File: src/rtl/screen_mem_arbiter_pkg.sv
// screen_mem_arbiter_pkg: shared screen-memory widths, FSM encodings and grant owner codes
package screen_mem_arbiter_pkg;
  localparam int SCR_ADDR_W = 11;
  localparam int SCR_DATA_W = 16;
  typedef enum logic [1:0] {S_IDLE, S_ACCESS, S_READWAIT} state_t;
  localparam logic LG_VGA = 1'b0;
  localparam logic LG_CPU = 1'b1;
endpackage

File: src/rtl/screen_mem_arbiter_rr.sv
// rr_arbiter2: two-way round-robin grant (bit0 = VGA, bit1 = CPU) with last-grant memory
module rr_arbiter2
  import screen_mem_arbiter_pkg::*;
(
  input  logic       clk,
  input  logic       reset,
  input  logic [1:0] req,
  input  logic       busy,
  input  logic       upd,
  output logic [1:0] grant,
  output logic       last_grant
);
  logic last_q, last_d;
  always_comb begin
    grant = busy ? 2'b00 : (req == 2'b11) ? ((last_q == LG_CPU) ? 2'b01 : 2'b10) : req;
    last_d = upd ? grant[1] : last_q;
  end
  always_ff @(posedge clk) begin
    if (!reset) last_q <= LG_CPU;
    else last_q <= last_d;
  end
  assign last_grant = last_q;
endmodule

File: src/rtl/screen_mem_arbiter.sv
// screen_mem_arbiter: shares one external screen-memory port between VGA fetches and CPU accesses
module screen_mem_arbiter
  import screen_mem_arbiter_pkg::*;
#(
  parameter int ADDR_W = SCR_ADDR_W,
  parameter int DATA_W = SCR_DATA_W
) (
  input  logic              clk,
  input  logic              reset,
  input  logic              vga_req,
  input  logic [ADDR_W-1:0] vga_addr,
  output logic [DATA_W-1:0] vga_data,
  output logic              vga_valid,
  input  logic              cpu_req,
  input  logic              cpu_we,
  input  logic [ADDR_W-1:0] cpu_addr,
  input  logic [DATA_W-1:0] cpu_wdata,
  output logic [DATA_W-1:0] cpu_rdata,
  output logic              cpu_ack,
  output logic              mem_en,
  output logic              mem_we,
  output logic [ADDR_W-1:0] mem_addr,
  output logic [DATA_W-1:0] mem_wdata,
  input  logic [DATA_W-1:0] mem_rdata
);
  state_t state_q, state_d;
  logic mem_en_q, mem_we_q, vga_valid_q, cpu_ack_q, owner;
  logic [ADDR_W-1:0] mem_addr_q;
  logic [DATA_W-1:0] mem_wdata_q, vga_data_q, cpu_rdata_q;
  logic [1:0] pend, grant;
  // a requester completing this cycle is not pending, so a held request is not re-served
  assign pend = {cpu_req & ~cpu_ack_q, vga_req & ~vga_valid_q};
  rr_arbiter2 u_arb (
    .clk       (clk),
    .reset     (reset),
    .req       (pend),
    .busy      (state_q != S_IDLE),
    .upd       (|grant),
    .grant     (grant),
    .last_grant(owner)
  );
  always_comb begin
    state_d = (state_q == S_IDLE) ? (|grant ? S_ACCESS : S_IDLE)
            : (state_q == S_ACCESS && !mem_we_q) ? S_READWAIT : S_IDLE;
  end
  always_ff @(posedge clk) begin
    if (!reset) begin
      state_q     <= S_IDLE;
      mem_en_q    <= 1'b0;
      mem_we_q    <= 1'b0;
      vga_valid_q <= 1'b0;
      cpu_ack_q   <= 1'b0;
      mem_addr_q  <= '0;
      mem_wdata_q <= '0;
      vga_data_q  <= '0;
      cpu_rdata_q <= '0;
    end else begin
      state_q     <= state_d;
      mem_en_q    <= |grant;
      mem_we_q    <= grant[1] & cpu_we;
      vga_valid_q <= (state_q == S_READWAIT) && owner == LG_VGA;
      cpu_ack_q   <= ((state_q == S_READWAIT) && owner == LG_CPU) || ((state_q == S_ACCESS) && mem_we_q);
      if (|grant) mem_addr_q <= grant[1] ? cpu_addr : vga_addr;
      if (grant[1] && cpu_we) mem_wdata_q <= cpu_wdata;
      if (state_q == S_READWAIT && owner == LG_VGA) vga_data_q <= mem_rdata;
      if (state_q == S_READWAIT && owner == LG_CPU) cpu_rdata_q <= mem_rdata;
    end
  end
  assign mem_en    = mem_en_q;
  assign mem_we    = mem_we_q;
  assign mem_addr  = mem_addr_q;
  assign mem_wdata = mem_wdata_q;
  assign vga_valid = vga_valid_q;
  assign vga_data  = vga_data_q;
  assign cpu_ack   = cpu_ack_q;
  assign cpu_rdata = cpu_rdata_q;
endmodule

File: config.mk
export PLATFORM = sky130hd
export DESIGN_NAME = screen_mem_arbiter
export DESIGN_NICKNAME = d
export VERILOG_FILES = /design/src/rtl/screen_mem_arbiter_pkg.sv /design/src/rtl/screen_mem_arbiter_rr.sv /design/src/rtl/screen_mem_arbiter.sv
export SDC_FILE = /design/constraint.sdc
export NUM_CORES = 1
export LEC_CHECK = 0
export ABC_AREA = 1
export CAP_MARGIN = 15
export CORE_ASPECT_RATIO = 0.75
export CORE_MARGIN = 10
export CORE_UTILIZATION = 42
export CTS_CLUSTER_DIAMETER = 120
export DETAILED_ROUTE_END_ITERATION = 8
export GPL_TIMING_DRIVEN = 0
export PLACE_DENSITY_LB_ADDON = 0.3
export RECOVER_POWER = 50
export SLEW_MARGIN = 40
export SYNTH_ARGS = -nofsm -noshare
export SYNTH_HDL_FRONTEND = slang
export SYNTH_SLANG_ARGS = --single-unit
File: constraint.sdc
create_clock -name clk -period 1.6 [get_ports clk]
set_input_delay 0.16 -clock clk [delete_from_list [all_inputs] [get_ports clk]]
set_output_delay 0.16 -clock clk [all_outputs]
set_load 0.05 [all_outputs]
==> results of run 1 <==
==> synthesized netlist by cell type, types with 2 or more instances <==
cell type | instances | area (um^2)
sky130_fd_sc_hd__a21oi_1 | 33 | 165.2
sky130_fd_sc_hd__buf_1 | 3 | 11.26
sky130_fd_sc_hd__buf_2 | 10 | 50.05
sky130_fd_sc_hd__buf_4 | 2 | 15.01
sky130_fd_sc_hd__clkbuf_1 | 8 | 30.03
sky130_fd_sc_hd__dfxtp_1 | 66 | 1321
sky130_fd_sc_hd__inv_1 | 106 | 397.9
sky130_fd_sc_hd__inv_2 | 2 | 7.510
sky130_fd_sc_hd__nand2_1 | 58 | 217.7
sky130_fd_sc_hd__nand2_2 | 2 | 12.51
sky130_fd_sc_hd__nand3_1 | 38 | 190.2
sky130_fd_sc_hd__nand4_1 | 16 | 100.1
sky130_fd_sc_hd__nor2_1 | 22 | 82.58
sky130_fd_sc_hd__o21ai_0 | 32 | 160.2
==> per-layer routing <==
layer,vias to the layer above,track usage
li1,1488,-
met1,1273,0.1891
met2,93,0.2679
met3,13,0.07692
met4,0,0.06458
met5,-,0
==> per-stage QoR <==
stage,instances,setup slack [ps]
final,619,168.4
after global routing,619,40.87
after CTS,619,155.0
after detailed placement,603,-90.11
after global placement,603,-65.13
after floorplan,403,79.44
==> cell families (layout without fill, tap and decap cells) <==
logic type,count (synthesis),in the layout,share of synthesized area
DFF,66,66,0.4679
AOI/OAI and AO/OA,65,65,0.1152
buffers and inverters,132,267,0.1852
and+or+nand+nor,140,140,0.2317
==> timing repair <==
item | 4_1_cts | 5_1_grt
resized for setup | 63 | 0
hold buffers | 0 | 0
hold endpoints to repair | 0 | 0
setup endpoints to repair | 63 | 0
==> final cells by class <==
type | instances | area [um^2]
fill | 642 | 2223
sequential | 66 | 1321
timing repair buffer | 119 | 1112
multi-input combinational | 205 | 969.7
inverter | 108 | 405.4
clock buffer | 11 | 131.4
buffer | 24 | 116.4
tap | 81 | 101.3
clock inverter | 5 | 31.28
==> flip-flops by register name, indices dropped and copies added, names as in the netlist <==
signal	flops
vga_valid	1
state_q	2
mem_addr	11
u_arb.last_grant	1
mem_wdata	16
cpu_rdata	16
cpu_ack	1
mem_we	1
vga_data	16
mem_en	1
==> path summary, 6_finish.rpt <==
| kind | from | to | slack [ps] | cells past startpoint |
|---|---|---|---|---|
| min | cpu_we | mem_wdata[2] | 220 | 4 |
| max | mem_we | mem_we | 170 | 1 |
| max reg2reg | state_q[0] | mem_wdata[13] | 190 | 8 |
| min reg2reg | vga_data[11] | vga_data[11] | 440 | 2 |
==> power groups by stage <==
stage / combinational [mW] / clock (mW) / sequential [mW]
finish: 1.04 / 1.19 / 1.80
global route: 1.13 / 1.29 / 1.82
CTS: 1.05 / 1.23 / 1.80
detailed placement: 1.11 / 0 / 1.84
global placement: 1.10 / 0 / 1.84
floorplan: 0.328 / 0 / 2.19
==> cell usage in the layout (no fill, tap or decap) <==
| cell | instances |
|---|---|
| sky130_fd_sc_hd__buf_6 | 1 |
| sky130_fd_sc_hd__nand3b_1 | 1 |
| sky130_fd_sc_hd__clkinv_2 | 3 |
| sky130_fd_sc_hd__a21oi_1 | 33 |
| sky130_fd_sc_hd__nand3_1 | 38 |
| sky130_fd_sc_hd__clkbuf_1 | 11 |
| sky130_fd_sc_hd__inv_1 | 107 |
| sky130_fd_sc_hd__clkinvlp_4 | 1 |
| sky130_fd_sc_hd__nand2_2 | 1 |
| sky130_fd_sc_hd__clkbuf_8 | 9 |
| sky130_fd_sc_hd__buf_1 | 3 |
| sky130_fd_sc_hd__nor2_1 | 22 |
| sky130_fd_sc_hd__buf_4 | 2 |
| sky130_fd_sc_hd__nand3_2 | 1 |
| sky130_fd_sc_hd__nor2_8 | 1 |
| sky130_fd_sc_hd__dfxtp_1 | 66 |
| sky130_fd_sc_hd__nor4_1 | 1 |
| sky130_fd_sc_hd__o21ai_0 | 32 |
| sky130_fd_sc_hd__clkdlybuf4s50_1 | 56 |
| sky130_fd_sc_hd__dlygate4sd2_1 | 63 |
| sky130_fd_sc_hd__nand4_1 | 16 |
| sky130_fd_sc_hd__inv_2 | 1 |
| sky130_fd_sc_hd__nand2_1 | 59 |
| sky130_fd_sc_hd__buf_2 | 6 |
| sky130_fd_sc_hd__clkinv_4 | 1 |
| sky130_fd_sc_hd__clkbuf_2 | 3 |
==> out/results.md, run 1 <==
| Group | Item | Reported |
| --- | --- | --- |
| run status | Outcome | complete, no violations |
| drt | Number of remaining DRC errors | 0 |
| sta | Worst clock skew | 9.493 ps |
| drt | Drt pass-1 iters | 4 |
| clock network | Clock-pin slew on the worst setup and hold paths | 70 ps |
| sta | Final Hold Fails | 0 |
| sta | Hold slack final | 222.7 ps |
| pwr | Sw Share | 0.3425 |
| drt | Met3 routed WL | 790 um |
| synth | Main flop type after synthesis | sky130_fd_sc_hd__dfxtp_1 |
| pwr | Int Power | 2.651 mW |
| sta | Final setup violation count | 0 |
| synth | Average instance area after synthesis | 7.007 um^2 |
| sta | Setup repair after global routing missed its margin | no |
| flow run | Max capacitance violation total | 0 |
| pwr | Share of power burned in registers | 0.447 |
| synth | Distinct cell type count of the synthesized netlist | 19 |
| final layout | Number of nets in the finished design | 592 |
| pwr | Part of the power in combinational logic | 0.257 |
| synth | Mapped Cells | 403 |
| sta | Tightest Pin Transition | 558.1 ps |
| global routing | Antenna violations before repair | 0 |
| min path | Worst min-delay path class | input port to flop |
| clock network | Buffers from clock root to sink, at most | 2 |
| worst setup path | Endpoint kind of the worst setup timing path | output pin |
| drt | Met2 routed WL | 4182 um |
| sta | Min Tclk post-route | 1432 ps |
| synth | Sequential area share after synthesis | 0.4679 |
| drt | Routed wire length | 8806 um |
| sta | Final Max Slew Viols | 0 |
| sta | Final sum of negative setup slack | 0 ps |
| final layout | Final core utilization | 0.6533 |
| worst setup path | Slowest cell on the critical path | sky130_fd_sc_hd__dlygate4sd2_1 |
| synth | Number of warning messages in the yosys log | 0 |
| worst setup path | Buffering stage count on the worst path with inverters included | 1 |
| global routing | Global-route congestion overflow total | 0 |
| drt | Highest metal layer used by the detailed router | met4 |
| global routing | First-pass GRT wire length | 14180 um |
| floorplan | Die Y | 91.01 um |
| worst setup path | Data arrival, critical path | 1270 ps |
| worst setup path | CP startpoint kind | flop |
| pwr | Share of total power in the clock network | 0.296 |
| worst setup path | Cell type group with the largest total delay on the critical path | buffers and inverters |
| floorplan | Placement row count | 25 |
| drt | Routed length per instance | 14.23 um |
| place | Number of buffers inserted by port buffering | 119 |
| worst setup path | Cell-by-cell listing of the critical path | dlygate4sd2_1 |
| drt | Via density per instance | 4.632 |
| clock network | Clk Latency, worst-skew pair | 340 ps |
| worst setup path | WS Path Type | flop to output pin |
| synth | Net count of the mapped netlist | 462 |
| clock network | Count of buffers added by post-CTS timing repair for setup | 0 |
| place | Detailed placer's ending HPWL | 6931 um |
| global routing | Maximum number of pins on one net before global-route repair | 12 |
| synth | Flip-flop and latch count after synthesis | 66 |
| floorplan | Floorplan die width | 114.7 um |
| synth | Fraction of registers with async set/reset | 0 |
| floorplan | Initial Util | 0.4404 |
| clock network | Total number of H-tree levels | 3 |
| place | Area post-placement | 4116 um^2 |
| sta | Normalized max-slew margin | 0.6294 |
| pwr | Power density over the cells | 962.4 nW/um^2 |
| pwr | Worst vdd ir | 0.7044 mV |
| synth | Netlist area before placement | 2824 um^2 |
| pwr | Power dissipated by switching net loads | 1.381 mW |
| global routing | GR Util All Layers | 0.1671 |
| clock network | TritonCTS clock tree | done |
| worst setup path | Max FO, Critical Path | 3 |
| worst setup path | Slowest Stage Delay on Critical Path | 570 ps |
| sta | Maximum frequency from static timing analysis | 698.5 MHz |
| final layout | Layout cells sized above 1 | 0.05576 |
| drt | Metal1 wirelength | 3685 um |
| sta | Period utilisation layout | 0.8948 |
| pwr | Total leakage power | 2.162 nW |
| final layout | Antenna Diode Count | 0 |
| final layout | Final Cell Area | 4189 um^2 |
| global routing | Via count of the first global-routing pass | 2841 |
| clock network | Total clock sinks | 66 |
| place | Placer congestion estimate | 0.7712 |
| drt | Number of nets still failing antenna checks after routing | 0 |
| clock network | Total CTS buffers | 9 |
| worst setup path | Data required time at the worst endpoint | 1440 ps |
| drt | Vias after detailed routing | 2867 |
| final layout | Syn-to-layout area delta | 48.34% |
| floorplan | Core Area | 6412 um^2 |
| pwr | Post-route total power | 4.032 mW |
| synth | Number of flops mapped to enable cells by yosys | 0 |
| floorplan | Number of primary I/O pins | 122 |
| clock network | Clk root buf | sky130_fd_sc_hd__clkbuf_8 |
| floorplan | Area of the die | 10440 um^2 |
| drt | Initial DRC count | 95 |
(Power assumes the default switching activity.)
==> run 2: changes to the inputs <==
--- a/config.mk
+++ b/config.mk
@@ -6,7 +6,7 @@
 export NUM_CORES = 1
 export LEC_CHECK = 0
 export ABC_AREA = 1
-export CAP_MARGIN = 15
+export CAP_MARGIN = 20
 export CORE_ASPECT_RATIO = 0.75
 export CORE_MARGIN = 10
 export CORE_UTILIZATION = 42
==> results of run 2 <==
No change in the layout: final DEF, timing and power equal those of run 1.
